$ cat config.mk
export PLATFORM = sky130hd
export DESIGN_NAME = conv1d_ctrl
export DESIGN_NICKNAME = d
export VERILOG_FILES = /design/src/rtl/conv1d_ctrl.sv
export SDC_FILE = /design/constraint.sdc
export NUM_CORES = 1
export LEC_CHECK = 0
export BUFFER_PORTS_ARGS = -buffer_cell sky130_fd_sc_hd__buf_2
export CAP_MARGIN = 20
export CORE_MARGIN = 3
export CORE_UTILIZATION = 50
export DETAILED_ROUTE_END_ITERATION = 7
export PLACE_DENSITY = 0.75
export REMOVE_ABC_BUFFERS = 1
export SLEW_MARGIN = 5
export SYNTH_ARGS = -nofsm -noshare
export SYNTH_HDL_FRONTEND = slang
export SYNTH_SLANG_ARGS = --single-unit
$ cat constraint.sdc
create_clock -name clk -period 2.89 [get_ports clk]
set_input_delay 0.289 -clock clk [delete_from_list [all_inputs] [get_ports clk]]
set_output_delay 0.289 -clock clk [all_outputs]
set_load 0.01 [all_outputs]
$ cat src/rtl/conv1d_ctrl.sv
// conv1d_ctrl: sequencer for a 1-D convolution datapath.
// It fills a NUM_TAPS-deep delay line, then steps the MAC through every tap
// and holds each finished output until downstream accepts it. After the first
// window, each further output needs only one new sample.
// Optional feature: define CONV1D_CTRL_ABORT_EN to add an `abort` input. It
// drops any active run back to IDLE without a done pulse.
module conv1d_ctrl #(
  parameter int NUM_TAPS = 4,
  parameter int LEN_W    = 16
) (
  input  logic                        clk,
  input  logic                        reset,
  input  logic                        start,
`ifdef CONV1D_CTRL_ABORT_EN
  input  logic                        abort,
`endif
  input  logic [LEN_W-1:0]            len,
  input  logic                        in_valid,
  output logic                        in_ready,
  output logic                        shift_en,
  output logic [$clog2(NUM_TAPS)-1:0] tap_sel,
  output logic                        mac_clr,
  output logic                        mac_en,
  output logic                        out_valid,
  input  logic                        out_ready,
  output logic                        busy,
  output logic                        done
);

  localparam int TAP_W = $clog2(NUM_TAPS);
  localparam logic [TAP_W-1:0] TAP_MAX = TAP_W'(NUM_TAPS - 1);
  localparam logic [LEN_W:0]   TAPS_L  = (LEN_W+1)'(NUM_TAPS);

  localparam logic [2:0] S_IDLE = 3'd0;
  localparam logic [2:0] S_LOAD = 3'd1;
  localparam logic [2:0] S_MAC  = 3'd2;
  localparam logic [2:0] S_OUT  = 3'd3;
  localparam logic [2:0] S_DONE = 3'd4;

  logic [2:0]       state;
  logic [LEN_W-1:0] cnt;
  logic [LEN_W-1:0] len_q;
  logic [TAP_W-1:0] tap;
  logic [LEN_W:0]   cnt_inc;
  logic             kill;

  // The counter never passes len, and len is at most 2^LEN_W-1. The extra bit
  // only keeps the NUM_TAPS compare exact.
  assign cnt_inc = {1'b0, cnt} + (LEN_W+1)'(1);

`ifdef CONV1D_CTRL_ABORT_EN
  assign kill = abort && (state != S_IDLE);
`else
  assign kill = 1'b0;
`endif

  // Decode outputs from state. Holding reset forces every output quiet at once.
  always_comb begin
    in_ready  = 1'b0;
    mac_en    = 1'b0;
    mac_clr   = 1'b0;
    out_valid = 1'b0;
    done      = 1'b0;
    tap_sel   = '0;
    if (reset) begin
      case (state)
        S_LOAD: in_ready = 1'b1;
        S_MAC: begin
          mac_en  = 1'b1;
          mac_clr = (tap == '0);
          tap_sel = tap;
        end
        S_OUT:  out_valid = 1'b1;
        S_DONE: done = !kill;
        default: ;
      endcase
    end
    shift_en = in_valid && in_ready;
    busy     = reset && (state != S_IDLE);
  end

  // FSM, sample counter, captured length and tap index.
  always_ff @(posedge clk) begin
    if (!reset) begin
      state <= S_IDLE;
      cnt   <= '0;
      len_q <= '0;
      tap   <= '0;
    end else if (kill) begin
      state <= S_IDLE;
      cnt   <= '0;
      len_q <= '0;
      tap   <= '0;
    end else begin
      case (state)
        S_IDLE: begin
          if (start) begin
            len_q <= len;
            cnt   <= '0;
            tap   <= '0;
            state <= ({1'b0, len} >= TAPS_L) ? S_LOAD : S_DONE;
          end
        end
        S_LOAD: begin
          // First window: wait for NUM_TAPS samples. Later windows: one sample.
          if (shift_en) begin
            cnt <= cnt_inc[LEN_W-1:0];
            tap <= '0;
            if (cnt_inc >= TAPS_L) state <= S_MAC;
          end
        end
        S_MAC: begin
          if (tap == TAP_MAX) begin
            tap   <= '0;
            state <= S_OUT;
          end else begin
            tap <= tap + TAP_W'(1);
          end
        end
        S_OUT: begin
          if (out_ready) state <= (cnt == len_q) ? S_DONE : S_LOAD;
        end
        S_DONE:  state <= S_IDLE;
        default: state <= S_IDLE;
      endcase
    end
  end

endmodule

==> reports/qor.txt, run 1 <==
Tmin final -> 2.62 ns
Status -> finished clean
Clock sink total -> 37
Worst IR Drop VDD -> 349 uV
# rows -> 24
Clock buffer depth -> 2
Synth async-reset ratio -> 0%
Worst path bufs/invs -> 2
Final setup TNS -> 0 ns
Diodes inserted -> 0
Area leader, netlist -> dfxtp_1
DR iter-0 viols -> 230
Final setup margin -> 0.273 ns
Synth unique cells -> 55
Flops & latches, synth -> 37
Global Route Usage Sum -> 21.8%
Core Area -> 4470 um^2
Worst setup SP type -> flip-flop
Top-count cell post-synth -> nand2_1
Synth top area cells -> dfxtp_1 (31%), nand2_1 (7.7%), a21boi_0 (6.3%)
Post-synth EDFFs -> 0
Critical Path Max Stage Delay -> 0.65 ns
Rel. slew slack -> 56.7%
Yosys top cell area share -> 31.1%
Pin count of the biggest net entering global routing -> 42
Largest family of logic cells by synthesized area -> simple AND/OR/NAND/NOR gates
Via-per-instance ratio -> 5.96
CP required -> 2.60 ns
Antenna viol nets, final -> 0
Worst Hold Class -> in -> reg
DP HPWL -> 4080 um
RePlAce Congestion -> 0.903
CTS tree -> built
FMAX -> 0.382 GHz
DRC Markers -> 0
Synth Area in Compound Gates -> 21.4%
Routed WL -> 5540 um
Hold Vio Cnt, Final -> 0
Vias in the first global route -> 2,096
# fillers -> 422
Synth Area in XOR/XNOR -> 8.10%
GRT overflow -> 0
Worst-path cell chain -> nor3b_1, nand3_1, clkinv_1, buf_2
Area after DPL -> 2520 um^2
Post-synth top flop -> dfxtp_1
Clk_lat worst skew -> 0.29 ns
Num CTS Buffers -> 5
Final #Nets -> 347
Mapped cell area -> 2380 um^2
Detailed-route via count -> 2,241
Final instance area -> 2600 um^2
P&R area growth vs syn -> 9.36%
PortBufs -> 29
Reg clk slew, reported paths -> 0.07 ns
# resized after CTS -> 0
Worst slew pin tran -> 0.647 ns
Unrepaired setup endpoints after global routing -> false
CP top delay family -> buffers and inverters
H-tree levels -> 2
Pre-antenna DRT Iters -> 4
CP arrival -> 2.33 ns
Post-Synth Adder-Cell Area -> 1.58%
Kind of critical path -> reg -> out
Final-report max-slew violation count -> 0
CP max FO -> 17
Synth cell count leaders -> nand2_1 (49), dfxtp_1 (37), a21boi_0 (20), nor2_1 (20), xnor2_1 (17)
Leak -> 0.963 nW
Mapped Cells -> 307
Syn_area_per_cell -> 7.75 um^2
Post-Synth Simple-Gate Area -> 30.6%
Initial antenna violation count -> 0
Post-CTS Setup Repair Bufs -> 0
Slowest CP cell -> dfxtp_1
Sequential area share after synthesis -> 31.1%
Yosys warnings -> 0
Pre-CTS setup slack -> 0.621 ns
Max_cap viols -> 0
P per Cell Area -> 591 nW/um^2
CTS root buffer -> clkbuf_8
DIE HEIGHT -> 75.0 um
Layout cells sized above 1 -> 17.3%
Fin crit share -> 90.6%
Routed WL per cell -> 14.7 um
Global-route wire length before repair -> 9490 um
Die area -> 5620 um^2
Fin Clk Skew -> 0.00346 ns
Die W -> 75.0 um
Setup violators final -> 0
Io pins -> 30
Initial Util -> 53.2%
Worst setup EP type -> output pin
Mux cell area share after synthesis -> 1.32%
Post-CTS Hold Buffers -> 0
[through the flow]
step                power [W]  utilization [%]  std cells  hold WS [ns]
finish                0.00154             58.1        376         0.246
global route          0.00166             58.1        376         0.261
CTS                   0.00155             58.1        376         0.236
detailed placement    0.00120             56.3        368         0.474
global placement      0.00119             56.3        368         0.464
floorplan             0.00101                -        281         0.411
[registers in the layout, indices dropped and copies added (netlist names)]
name and count:
state 3, len_q 16, cnt 16, tap 2
[layout by cell type, fill, tap and decap left out, types with 3 or more instances in the layout]
cell	Yosys	layout
a22oi_1	6	6
o21ai_0	16	16
a21boi_0	20	20
buf_4	0	6
and3_1	4	4
nor3_1	11	11
a31oi_1	5	5
ha_1	3	3
xnor2_1	17	17
xor2_1	5	5
a21oi_1	9	9
nor2_1	20	20
clkbuf_8	0	5
and2_1	5	5
nor4_1	7	7
nand3_1	8	8
nand4_1	7	7
nor2b_1	7	7
dfxtp_1	37	37
nand2_1	49	49
inv_1	6	6
buf_2	8	29
[logic make-up after synthesis]
group	after synthesis
fa+ha+maj	3
flops	37
simple gates	137
compound gates	72
xor+xnor	22
mux	3
buf+inv	33
[cell type report]
cell class | instances | area, um^2 | area share, %
clock buffer | 6 | 72.6 | 2.79
inverter | 7 | 26.3 | 1.01
multi-input combinational | 237 | 1500 | 57.5
clock inverter | 2 | 10.0 | 0.385
tap | 52 | 65.1 | 2.50
timing repair buffer | 35 | 190 | 7.31
sequential | 37 | 741 | 28.5
[tightest hold or removal path, stage by stage]
cell and delay (ns):
buf_2 0.09, nand2_1 0.04, a21boi_0 0.06
[power breakdown]
part | switching, W | total, W | internal, W
combinational | 0.000325 | 0.000564 | 0.000239
sequential | 0.0000598 | 0.000626 | 0.000567
clock | 0.000179 | 0.000346 | 0.000167
total | 0.000564 | 0.00154 | 0.000973
[worst paths after layout]
path / startpoint / end / cells past startpoint / slack (ns)
worst max-delay path: state[1] / shift_en / 4 / 0.27
worst min-delay path: len[0] / len_q[0] / 3 / 0.25
worst max register to register: state[1] / tap[0] / 6 / 0.59
worst min register to register: len_q[0] / len_q[0] / 2 / 0.48
[metal layers]
metal / share of wire (%) / vias up / global-route usage, % / routed length (um)
li1: - / 1117 / - / -
met1: 45 / 1027 / 28.9 / 2520
met2: 46 / 84 / 35.2 / 2570
met3: 6.0 / 13 / 4.41 / 334
met4: 2.0 / 0 / 7.71 / 113
met5: 0 / - / 0 / 0
No activity file was read; power rests on OpenSTA's default activity.
==> run 2, diff against run 1 <==
Settings changed: CELL_PAD_IN_SITES_DETAIL_PLACEMENT from default to 1, CELL_PAD_IN_SITES_GLOBAL_PLACEMENT from default to 2, CORE_UTILIZATION 50 to 35, CTS_BUF_LIST from default to sky130_fd_sc_hd__clkbuf_4, MAX_ROUTING_LAYER from default to met4, PLACE_DENSITY 0.75 to 0.87.
==> run 2 against run 1 <==
  * Utilization is 18 points lower
  * Sequential share of layout area is 0.18 points lower
  * Design area is 0.63% higher
  * Maximum frequency is 3.7% higher
  * Critical path depth is 1 higher
  * Combinational power is 5.3% higher
  * Die area is 39% higher
  * Flip-flop and latch count stayed put
  * First-iteration DRC count is 47% lower
  * Global-route usage is 3.3 points lower
  * Largest cell class unchanged
  * Largest power group unchanged
==> reports/qor.txt, run 2 (synthesis results as in run 1) <==
DIE HEIGHT -> 88.4 um
Hold path depth -> 3
Reg2Reg Depth -> 5
CP top delay family -> simple AND/OR/NAND/NOR gates
Worst-path cell chain -> nand4_1, nor4_2, mux2_2, a2111oi_2, a22o_1
FMAX -> 0.396 GHz
# fillers -> 836
Unrepaired setup endpoints after global routing -> false
H-tree levels -> 2
Layout cells sized above 1 -> 17.8%
Final instance area -> 2620 um^2
Io pins -> 30
Slowest CP cell -> dfxtp_1
Via-per-instance ratio -> 5.50
Critical Path Max Stage Delay -> 0.56 ns
Post-CTS Hold Buffers -> 0
Worst setup EP type -> flip-flop
CP arrival -> 2.82 ns
Leak -> 0.946 nW
PortBufs -> 29
Max_cap viols -> 0
P per Cell Area -> 578 nW/um^2
Worst setup SP type -> flip-flop
Final #Nets -> 348
# rows -> 29
Global Route Usage Sum -> 18.5%
Clock buffer depth -> 2
Worst path bufs/invs -> 0
Worst IR Drop VDD -> 307 uV
Num CTS Buffers -> 5
Reg2reg end -> state[0]
CTS tree -> built
Fin Clk Skew -> 0.0131 ns
Worst slew pin tran -> 0.546 ns
P&R area growth vs syn -> 10.0%
Tmin final -> 2.52 ns
DRC Markers -> 0
Pin count of the biggest net entering global routing -> 26
Routed WL -> 6590 um
Final setup TNS -> 0 ns
Most common cell after layout, fill and taps aside -> nand2_1
Hold EP -> len_q[1]
Kind of critical path -> reg -> reg
Hold Vio Cnt, Final -> 0
Vias in the first global route -> 2,055
CP required -> 3.19 ns
Routed WL per cell -> 16.4 um
Pre-antenna DRT Iters -> 4
DP HPWL -> 4930 um
CP max FO -> 11
Global-route wire length before repair -> 10,800 um
Total design power -> 0.00151 W
Multi-input logic area -> 1500 um^2
Worst Hold Class -> in -> reg
Reg clk slew, reported paths -> 0.13 ns
Hold_sp -> len[1]
FF+latch area -> 741 um^2
DR iter-0 viols -> 123
Initial Util -> 36.8%
Status -> finished clean
CTS root buffer -> clkbuf_4
RePlAce Congestion -> 0.814
Final-report max-slew violation count -> 0
Setup violators final -> 0
Fin crit share -> 87.3%
Die area -> 7820 um^2
Core Area -> 6460 um^2
Reg-to-Reg Start -> cnt[4]
Detailed-route via count -> 2,210
Largest regs -> cnt (16), len_q (16), state (3)
Clk_lat worst skew -> 0.36 ns
GRT overflow -> 0
Diodes inserted -> 0
Antenna viol nets, final -> 0
# resized after CTS -> 0
Most frequent cells in the layout -> nand2_1 (49), dfxtp_1 (37), buf_2 (29), nor2_1 (20), a21boi_0 (20)
Area after DPL -> 2560 um^2
Initial antenna violation count -> 0
Clock sink total -> 37
Die W -> 88.4 um
R2R setup slack -> 0.37 ns
Rel. slew slack -> 63.3%
Post-CTS Setup Repair Bufs -> 0
[run 2: cell count changes in the layout (fill, tap and decap cells not counted), sizes merged]
cell / previous run / this run
buf: 35 / 36
clkbuf: 6 / 5
clkinv: 3 / 1
clkinvlp: 0 / 3
[run 2: layout make-up]
type,count,share of cell area [%]
well taps,77,3.68
clock inverters,3,0.860
repair buffers,36,7.55
multi-input cells,237,57.2
flip-flops and latches,37,28.3
inverters,7,1.00
clock buffers,5,1.43
[run 2: worst register-to-register path: stages, from the launching register on]
cell and delay (ns):
dfxtp_1 0.56, nand4_1 0.51, nor4_2 0.50, mux2_2 0.39, a2111oi_2 0.31, a22o_1 0.21
[run 2: worst max path at each step]
stage / cells after the start / slack, ns / to / from
after floorplan: 3 / 0.84 / cnt[11] / state[1]
after global placement: 5 / 0.57 / state[0] / cnt[4]
after detailed placement: 5 / 0.38 / state[0] / cnt[4]
after CTS: 5 / 0.36 / state[0] / cnt[4]
after global routing: 5 / 0.19 / state[0] / cnt[4]
final: 5 / 0.37 / state[0] / cnt[4]
[run 2: per-stage QoR]
step	util (%)	std cells	worst slack [ns]	hold WS [ns]
floorplan	-	281	0.842	0.411
global placement	39.6	394	0.566	0.469
detailed placement	39.6	394	0.383	0.473
CTS	40.5	402	0.358	0.146
global route	40.5	402	0.186	0.150
finish	40.5	402	0.366	0.163
[run 2: per-layer routing]
metal | share of wire [%] | global-route usage [%]
met1 | 48 | 25.7
met2 | 46 | 27.0
met3 | 3.2 | 2.51
met4 | 2.3 | 7.42
met5 | 0 | -
[run 2: power by group]
group | internal (W) | switching [W] | total (W)
Sequential | 0.000566 | 0.0000622 | 0.000629
Clock | 0.0000940 | 0.000197 | 0.000291
Combinational | 0.000243 | 0.000351 | 0.000594
